## src/rtl/deinterleaver.sv

```systemverilog
// deinterleaver: receive-side 802.11a bit deinterleaver.
// Collects one OFDM symbol of N_CBPS hard bits into a ping-pong bank at the
// de-permuted address, then streams the bank out in natural order.
// Optional feature macro: DEINTERLEAVER_FRAME_EN adds Frame_Start and
// Symbol_Count outputs.
module deinterleaver #(
  parameter int N_CBPS = 192,
  parameter int N_BPSC = 4
) (
  input  logic       Clock,
  input  logic       Reset,
  input  logic       Input,
  input  logic       Input_Valid,
  output logic       Output,
  output logic       Output_Valid
`ifdef DEINTERLEAVER_FRAME_EN
  ,
  output logic       Frame_Start,
  output logic [7:0] Symbol_Count
`endif
);

  localparam int AW = $clog2(N_CBPS);
  localparam int S  = (N_BPSC / 2 > 1) ? N_BPSC / 2 : 1;
  localparam logic [AW-1:0] LAST = AW'(N_CBPS - 1);

  typedef enum logic {IDLE, READ} rd_state_t;

  // Storage address for received bit j (both permutation steps inverted).
  function automatic logic [AW-1:0] addr_of(input int j);
    int i;
    int k;
    i = S * (j / S) + ((j + (16 * j) / N_CBPS) % S);
    k = 16 * i - (N_CBPS - 1) * ((16 * i) / N_CBPS);
    return AW'(k);
  endfunction

  // Elaboration-time address ROM, so no dividers exist at run time.
  logic [AW-1:0] wr_rom [N_CBPS];
  for (genvar g = 0; g < N_CBPS; g++) begin : g_rom
    assign wr_rom[g] = addr_of(g);
  end

  logic          mem_a [N_CBPS];
  logic          mem_b [N_CBPS];

  logic [AW-1:0] j_q, j_d;
  logic          wr_bank_q, wr_bank_d;
  rd_state_t     state_q, state_d;
  logic          rd_bank_q, rd_bank_d;
  logic [AW-1:0] rd_addr_q, rd_addr_d;
  logic          pend_q, pend_d;
  logic          out_q, out_d;
  logic          vld_q, vld_d;
  logic          handoff;
  logic          rd_bit;
  logic [AW-1:0] wr_addr;

  assign handoff = Input_Valid && (j_q == LAST);
  assign wr_addr = wr_rom[j_q];
  assign rd_bit  = rd_bank_q ? mem_b[rd_addr_q] : mem_a[rd_addr_q];

  // Bank storage: each accepted bit lands at its de-permuted address.
  always_ff @(posedge Clock) begin
    if (Input_Valid) begin
      if (wr_bank_q) mem_b[wr_addr] <= Input;
      else           mem_a[wr_addr] <= Input;
    end
  end

  // Write side: count accepted bits, flip banks when a symbol completes.
  always_comb begin
    j_d       = j_q;
    wr_bank_d = wr_bank_q;
    if (Input_Valid) begin
      if (j_q == LAST) begin
        j_d       = '0;
        wr_bank_d = ~wr_bank_q;
      end else begin
        j_d = j_q + AW'(1);
      end
    end
  end

  // Read side: stream a filled bank in natural order, chaining banks gaplessly.
  always_comb begin
    state_d   = state_q;
    rd_bank_d = rd_bank_q;
    rd_addr_d = rd_addr_q;
    pend_d    = pend_q;
    out_d     = 1'b0;
    vld_d     = 1'b0;
    case (state_q)
      IDLE: begin
        if (handoff) begin
          state_d   = READ;
          rd_addr_d = '0;
          rd_bank_d = wr_bank_q;
        end
      end
      READ: begin
        out_d = rd_bit;
        vld_d = 1'b1;
        if (rd_addr_q == LAST) begin
          if (handoff || pend_q) begin
            rd_addr_d = '0;
            rd_bank_d = ~rd_bank_q;
            pend_d    = 1'b0;
          end else begin
            state_d = IDLE;
          end
        end else begin
          rd_addr_d = rd_addr_q + AW'(1);
          if (handoff) pend_d = 1'b1;
        end
      end
    endcase
  end

  // Control and output registers.
  always_ff @(posedge Clock or negedge Reset) begin
    if (!Reset) begin
      j_q       <= '0;
      wr_bank_q <= 1'b0;
      state_q   <= IDLE;
      rd_bank_q <= 1'b0;
      rd_addr_q <= '0;
      pend_q    <= 1'b0;
      out_q     <= 1'b0;
      vld_q     <= 1'b0;
    end else begin
      j_q       <= j_d;
      wr_bank_q <= wr_bank_d;
      state_q   <= state_d;
      rd_bank_q <= rd_bank_d;
      rd_addr_q <= rd_addr_d;
      pend_q    <= pend_d;
      out_q     <= out_d;
      vld_q     <= vld_d;
    end
  end

  assign Output       = out_q;
  assign Output_Valid = vld_q;

`ifdef DEINTERLEAVER_FRAME_EN
  logic       frame_q, frame_d;
  logic [7:0] cnt_q, cnt_d;

  // Frame marker on the k = 0 bit, symbol counter bumped at each handoff.
  always_comb begin
    frame_d = (state_q == READ) && (rd_addr_q == '0);
    cnt_d   = cnt_q + {7'd0, handoff};
  end

  // Frame marker and symbol counter registers.
  always_ff @(posedge Clock or negedge Reset) begin
    if (!Reset) begin
      frame_q <= 1'b0;
      cnt_q   <= 8'd0;
    end else begin
      frame_q <= frame_d;
      cnt_q   <= cnt_d;
    end
  end

  assign Frame_Start  = frame_q;
  assign Symbol_Count = cnt_q;
`endif

endmodule

```

## config.mk

```make
export PLATFORM = sky130hd
export DESIGN_NAME = deinterleaver
export DESIGN_NICKNAME = d
export VERILOG_FILES = /design/src/rtl/deinterleaver.sv
export SDC_FILE = /design/constraint.sdc
export NUM_CORES = 1
export LEC_CHECK = 0
export ABC_AREA = 0
export CAP_MARGIN = 10
export CORE_ASPECT_RATIO = 0.6
export CORE_UTILIZATION = 25
export DETAILED_ROUTE_END_ITERATION = 12
export GPL_ROUTABILITY_DRIVEN = 0
export PLACE_DENSITY = 0.4
export SETUP_SLACK_MARGIN = 0.05
export SLEW_MARGIN = 20
export SYNTH_ARGS = -nofsm -noshare
export SYNTH_HDL_FRONTEND = slang
export SYNTH_SLANG_ARGS = --single-unit
```

## constraint.sdc

```tcl
create_clock -name Clock -period 4.11 [get_ports Clock]
set_input_delay 0.822 -clock Clock [delete_from_list [all_inputs] [get_ports Clock]]
set_output_delay 0.822 -clock Clock [all_outputs]
set_load 0.05 [all_outputs]
```

==> impl_metrics.yaml, run 1 <==
run:
  maxCapViolations: 0
routing:
  wire_per_inst_um: 23.63
  totalWireLength_um: 55160
  drc: 0
  vias_per_cell: 4.775
  first_iter_violations: 893
  drtAntennaViolNets: 0
  via_count: 11146
  drtPass1Iterations: 5
die:
  core_um2: 72460
  start_util_pct: 25.55
  chipHeight_um: 212.8
  rows: 76
  die_w_um: 353.3
  die_area_um2: 75190
  io_pins: 6
worst_setup_path:
  r2r_cells: 7
  worstPathMaxFanout: 24
  r2r-end: "mem_b[136]"
  r2r_slack_ns: 0.40
  critPathLaunchType: "register"
  cp-startpoint: "j_q[4]"
  cp_data_arrival_time_ns: 3.97
  crit_path_end_kind: "register"
  cp.required_ns: 4.37
  r2r_start: "j_q[4]"
  path_class: "register to register"
yosys:
  netlist_instances: 1326
  async_reset_ff_share_pct: 5.419
  synth_ff_type: "edfxtp_1"
  syn-num-nets: 1338
  synth_edf_count: 384
  ys_ff_latch: 406
  syn_area_per_cell_um2: 13.96
  syn_area_um2: 18520
  synth_top_cells_by_count: "nor2_1, edfxtp_1, mux4_2"
  synth_top_cell_area_share_pct: 62.28
  yosysWarnings: 0
  yosys-top-cells-area: "edfxtp_1, mux4_2, nor2_1"
  yosysSeqAreaShare_pct: 65.25
  synthDistinctLibCells: 68
  synth_most_common_cell: "nor2_1"
  synth_top_area_cell: "edfxtp_1"
worst_hold_path:
  hold_path_depth: 2
  hold_class: "register to register"
  min_from: "pend_q"
  hold_end: "pend_q"
cts:
  cts_setup_buffers: 0
  root_buffer: "clkbuf_16"
  numCtsBuffers: 40
  cts.repair.resized: 0
  clk_latency_ns: 0.57
  clock-sinks: 406
  cts_max_level: 2
  clockBufferDepth: 3
  cts_tree: "done"
  cts_hold_buf: 0
  path_clk_slew_ns: 0.07
placement:
  postPlaceCellArea_um2: 19870
  numPortBuffers: 5
  dp_hpwl_um: 33190
finish:
  final_util_pct: 29.09
  fin_area_um2: 21080
  drive_gt1_share_pct: 19.21
  diodes: 0
  area_growth_pct: 13.85
  fillers: 7413
  layout.nets: 1344
power:
  p_leak_nw: 6.324
  power_density_nw_per_um2: 576.6
  ir_drop_mv: 0.3079
grt:
  gr-total-overflow: 0
  grt_pass1_vias: 11266
  grt_max_degree: 161
  grt_usage_pct: 14.88
  grt_pass1_wl_um: 81170
  antenna_found_initial: 2
sta:
  hold_viol: 0
  slew_viol_final: 0
  max_freq_mhz: 269.3
  setup_tns_ns: 0
  final.min_clock_period_ns: 3.713
  clock_skew_ns: 0.01744
  period_share_pct: 90.33
  rsz0062_at_grt: "no"
  tightest_slew_ns: 0.9047
  slew_headroom_pct: 38.13
  finalSetupViolCount: 0
run_status:
  status: "finished, final reports clean"
[cells in the final DEF, fill, tap and decap left out, types with 5 or more instances in the layout]
master | netlist | layout
mux4_1 | 5 | 5
clkbuf_1 | 43 | 10
nand3_2 | 16 | 16
a21oi_1 | 16 | 16
o22ai_1 | 9 | 9
clkinv_2 | 0 | 9
edfxtp_1 | 384 | 384
mux2i_1 | 17 | 17
buf_4 | 9 | 56
clkbuf_16 | 0 | 41
o21ai_0 | 28 | 28
mux2_2 | 6 | 6
and3_1 | 5 | 5
nor2_1 | 406 | 406
nand2_1 | 67 | 67
a211oi_1 | 6 | 6
o211ai_1 | 6 | 6
inv_1 | 13 | 13
nand4_1 | 9 | 9
xnor2_1 | 7 | 6
nand3_1 | 10 | 10
mux4_2 | 93 | 93
buf_12 | 1 | 10
nand2b_1 | 6 | 6
dfrtp_1 | 22 | 19
ha_1 | 8 | 8
clkinv_1 | 1 | 5
[logic make-up (layout without fill, tap and decap cells)]
group,Yosys count,after routing,share of synthesized area (%)
AOI/OAI and AO/OA,100,100,3.622
adders and majority gates,8,8,0.5406
xor gates and xnor gates,11,11,0.5203
muxes,121,121,13.31
buffers and inverters,122,155,3.318
and+or+nand+nor,558,558,13.44
DFF,406,406,65.25
[state kept, by name, indices dropped and copies added, names as in the netlist]
register,cells
Output,1
j_q,8
rd_addr_q,8
wr_bank_q,1
rd_bank_q,1
mem_a,192
state_q,1
mem_b,192
Output_Valid,1
pend_q,1
[metrics by stage]
| stage | worst slack [ns] | instances | power (mW) | hold slack (ns) |
|---|---|---|---|---|
| global placement | 0.5032 | 2265 | 8.641 | 0.5323 |
| CTS | 0.4222 | 2334 | 12.28 | 0.5634 |
| detailed placement | 0.4311 | 2265 | 8.641 | 0.5456 |
| global route | 0.1599 | 2334 | 12.70 | 0.6135 |
| floorplan | 1.421 | 1326 | 7.018 | 0.3928 |
| finish | 0.3973 | 2334 | 12.16 | 0.5687 |
[critical path, cell delays in order (launching register included)]
cell,delay [ns]
dfrtp_1,0.80
nor2b_1,0.36
nor2_1,0.15
a221oi_1,0.33
o21a_1,0.75
and4_4,0.42
nand3_2,0.33
nor2_1,0.25
[metal layers]
metal	track usage (%)	up-vias	part of all wire, %	routed length (µm)
met2	21.10	254	41	22780
li1	-	4914	-	-
met4	2.642	0	1.4	785
met1	23.30	5916	52	28890
met5	0	-	0	0
met3	2.906	62	4.9	2707
[layout make-up]
cell class	count	area [µm²]	share of cell area [%]
clock buffers	51	1064	5.045
clock inverters	18	145.1	0.6885
inverters	15	56.30	0.2671
multi-input cells	798	5829	27.65
flip-flops and latches	406	12090	57.35
well taps	975	1220	5.787
repair buffers	71	675.6	3.205
[power breakdown]
part           switching (mW)  internal, mW
clock network            1.65          1.96
registers               0.174          4.62
logic                    2.61          1.14
[how the worst max path moves through the flow]
stage                 end  slack [ns]  depth (start not counted)
2_1_floorplan   mem_a[38]        1.42                         10
3_3_place_gp   mem_b[136]        0.50                          7
3_5_place_dp   mem_b[136]        0.43                          7
4_1_cts        mem_b[136]        0.42                          7
5_1_grt        mem_b[136]        0.16                          7
6_report       mem_b[136]        0.40                          7
No activity file was read; power rests on OpenSTA's default activity.
==> run 2, diff against run 1 <==
Settings changed: CORE_UTILIZATION 25 to 35, PLACE_DENSITY 0.4 to 0.51.
==> impl_metrics.yaml, run 2 (synthesized netlist as in run 1, its figures left out) <==
worst_setup_path:
  r2r-end: "mem_b[41]"
  path_class: "register to register"
  cpMaxStageDelayCell: "dfrtp_1"
  crit_path_end_kind: "register"
  r2r_slack_ns: 0.63
  cp.required_ns: 4.35
  r2r_start: "j_q[4]"
  critPathBufInv: 0
  crit_chain: "nor2b_1 -> a21o_1 -> a221oi_1 -> o21a_1 -> nor4b_4 -> nand3_2 -> nor2_1"
  r2r_cells: 7
  crit_family: "simple AND/OR/NAND/NOR gates"
  critPathLaunchType: "register"
  worstPathMaxFanout: 24
  cp_data_arrival_time_ns: 3.72
  slowest_delay_ns: 0.79
grt:
  gr-total-overflow: 0
  grt_pass1_vias: 10941
  grt_pass1_wl_um: 73180
  grt_max_degree: 183
  antenna_found_initial: 0
  gr-usage-met2_pct: 25.88
  grt_usage_pct: 18.29
  grt_util_met1_pct: 28.89
  top_usage_layer: "met1"
  globalRouteMet3Util_pct: 3.617
cts:
  clockBufferDepth: 3
  cts_hold_buf: 0
  cts_tree: "done"
  clock-sinks: 406
  clk_latency_ns: 0.55
  cts_max_level: 2
  path_clk_slew_ns: 0.06
  cts_setup_buffers: 0
  numCtsBuffers: 40
  cts.repair.resized: 0
  root_buffer: "clkbuf_16"
die:
  rows: 64
  start_util_pct: 35.90
  die_area_um2: 53860
  core_um2: 51570
  io_pins: 6
  die_w_um: 298.9
  chipHeight_um: 180.2
routing:
  via_count: 11149
  drtPass1Iterations: 5
  drtAntennaViolNets: 0
  wire_per_inst_um: 24.09
  vias_per_cell: 5.479
  first_iter_violations: 1338
  totalWireLength_um: 49030
  drc: 0
power:
  power_density_nw_per_um2: 577.3
  combPwrFrac_pct: 29.1
  pwr-share-seq_pct: 40.3
  ir_drop_mv: 0.4110
  clockPowerShare_pct: 30.6
  switching_share_pct: 34.70
  p_leak_nw: 6.253
  netSwitchingPower_mw: 4.127
  internal_power_mw: 7.768
sta:
  final.min_clock_period_ns: 3.481
  finalSetupViolCount: 0
  clock_skew_ns: 0.01487
  setup_tns_ns: 0
  max_freq_mhz: 287.3
  slew_headroom_pct: 28.02
  tightest_slew_ns: 1.080
  hold_viol: 0
  rsz0062_at_grt: "no"
  slew_viol_final: 0
  period_share_pct: 84.69
finish:
  diodes: 0
  layout_common_cells: "nor2_1, edfxtp_1, mux4_2, nand2_1, buf_4"
  mostFrequentLayoutCell: "nor2_1"
  drive_gt1_share_pct: 18.11
  area_growth_pct: 11.29
  fin_area_um2: 20600
  layout.nets: 1329
  reg_top3: "mem_a x192, mem_b x192"
run_status:
  status: "finished, final reports clean"
placement:
  postPlaceCellArea_um2: 19360
  dp_hpwl_um: 29170
  numPortBuffers: 5
run:
  maxCapViolations: 0
worst_hold_path:
  hold_class: "primary input to asynchronous set/reset pin"
==> run 2: through the flow <==
stage | util, % | total power [mW] | hold slack, ns | instances | setup WS [ns]
after floorplan | - | 7.018 | 0.3928 | 1326 | 1.421
after global placement | 37.55 | 8.330 | 0.5311 | 1968 | 0.6510
after detailed placement | 37.54 | 8.326 | 0.5930 | 1968 | 0.6092
after CTS | 39.96 | 11.98 | 0.2730 | 2035 | 0.6229
after global routing | 39.96 | 12.36 | 0.2923 | 2035 | 0.3346
final | 39.96 | 11.90 | 0.2657 | 2035 | 0.6291
==> run 2: layer usage <==
metal / part of all wire, % / routed length, µm
met1: 50 / 24270
met2: 42 / 20690
met3: 6.8 / 3348
met4: 1.5 / 719
met5: 0 / 0
==> run 2: how the worst max path moves through the flow <==
stage	from	endpoint	slack (ns)	depth (start not counted)
CTS	j_q[4]	mem_b[43]	0.62	7
global placement	Input_Valid	mem_b[10]	0.65	5
finish	j_q[4]	mem_b[41]	0.63	7
global route	j_q[4]	mem_b[154]	0.33	7
detailed placement	Input_Valid	mem_b[43]	0.61	5
floorplan	j_q[2]	mem_a[38]	1.42	10
==> run 2: power by group through the flow <==
| stage | clock, mW | combinational, mW | sequential, mW |
|---|---|---|---|
| CTS | 3.73 | 3.45 | 4.79 |
| detailed placement | 0 | 3.44 | 4.88 |
| global route | 3.88 | 3.67 | 4.81 |
| global placement | 0 | 3.45 | 4.88 |
| floorplan | 0 | 2.25 | 4.77 |
| finish | 3.64 | 3.46 | 4.80 |
==> run 2: area by class of cell <==
cell class / count / area, µm²
Timing Repair Buffer: 56 / 520.5
Multi-Input combinational cell: 798 / 5827
Clock buffer: 47 / 1049
Sequential cell: 406 / 12090
Fill cell: 4801 / 30960
Tap cell: 693 / 867.1
Inverter: 15 / 56.30
Clock inverter: 20 / 195.2
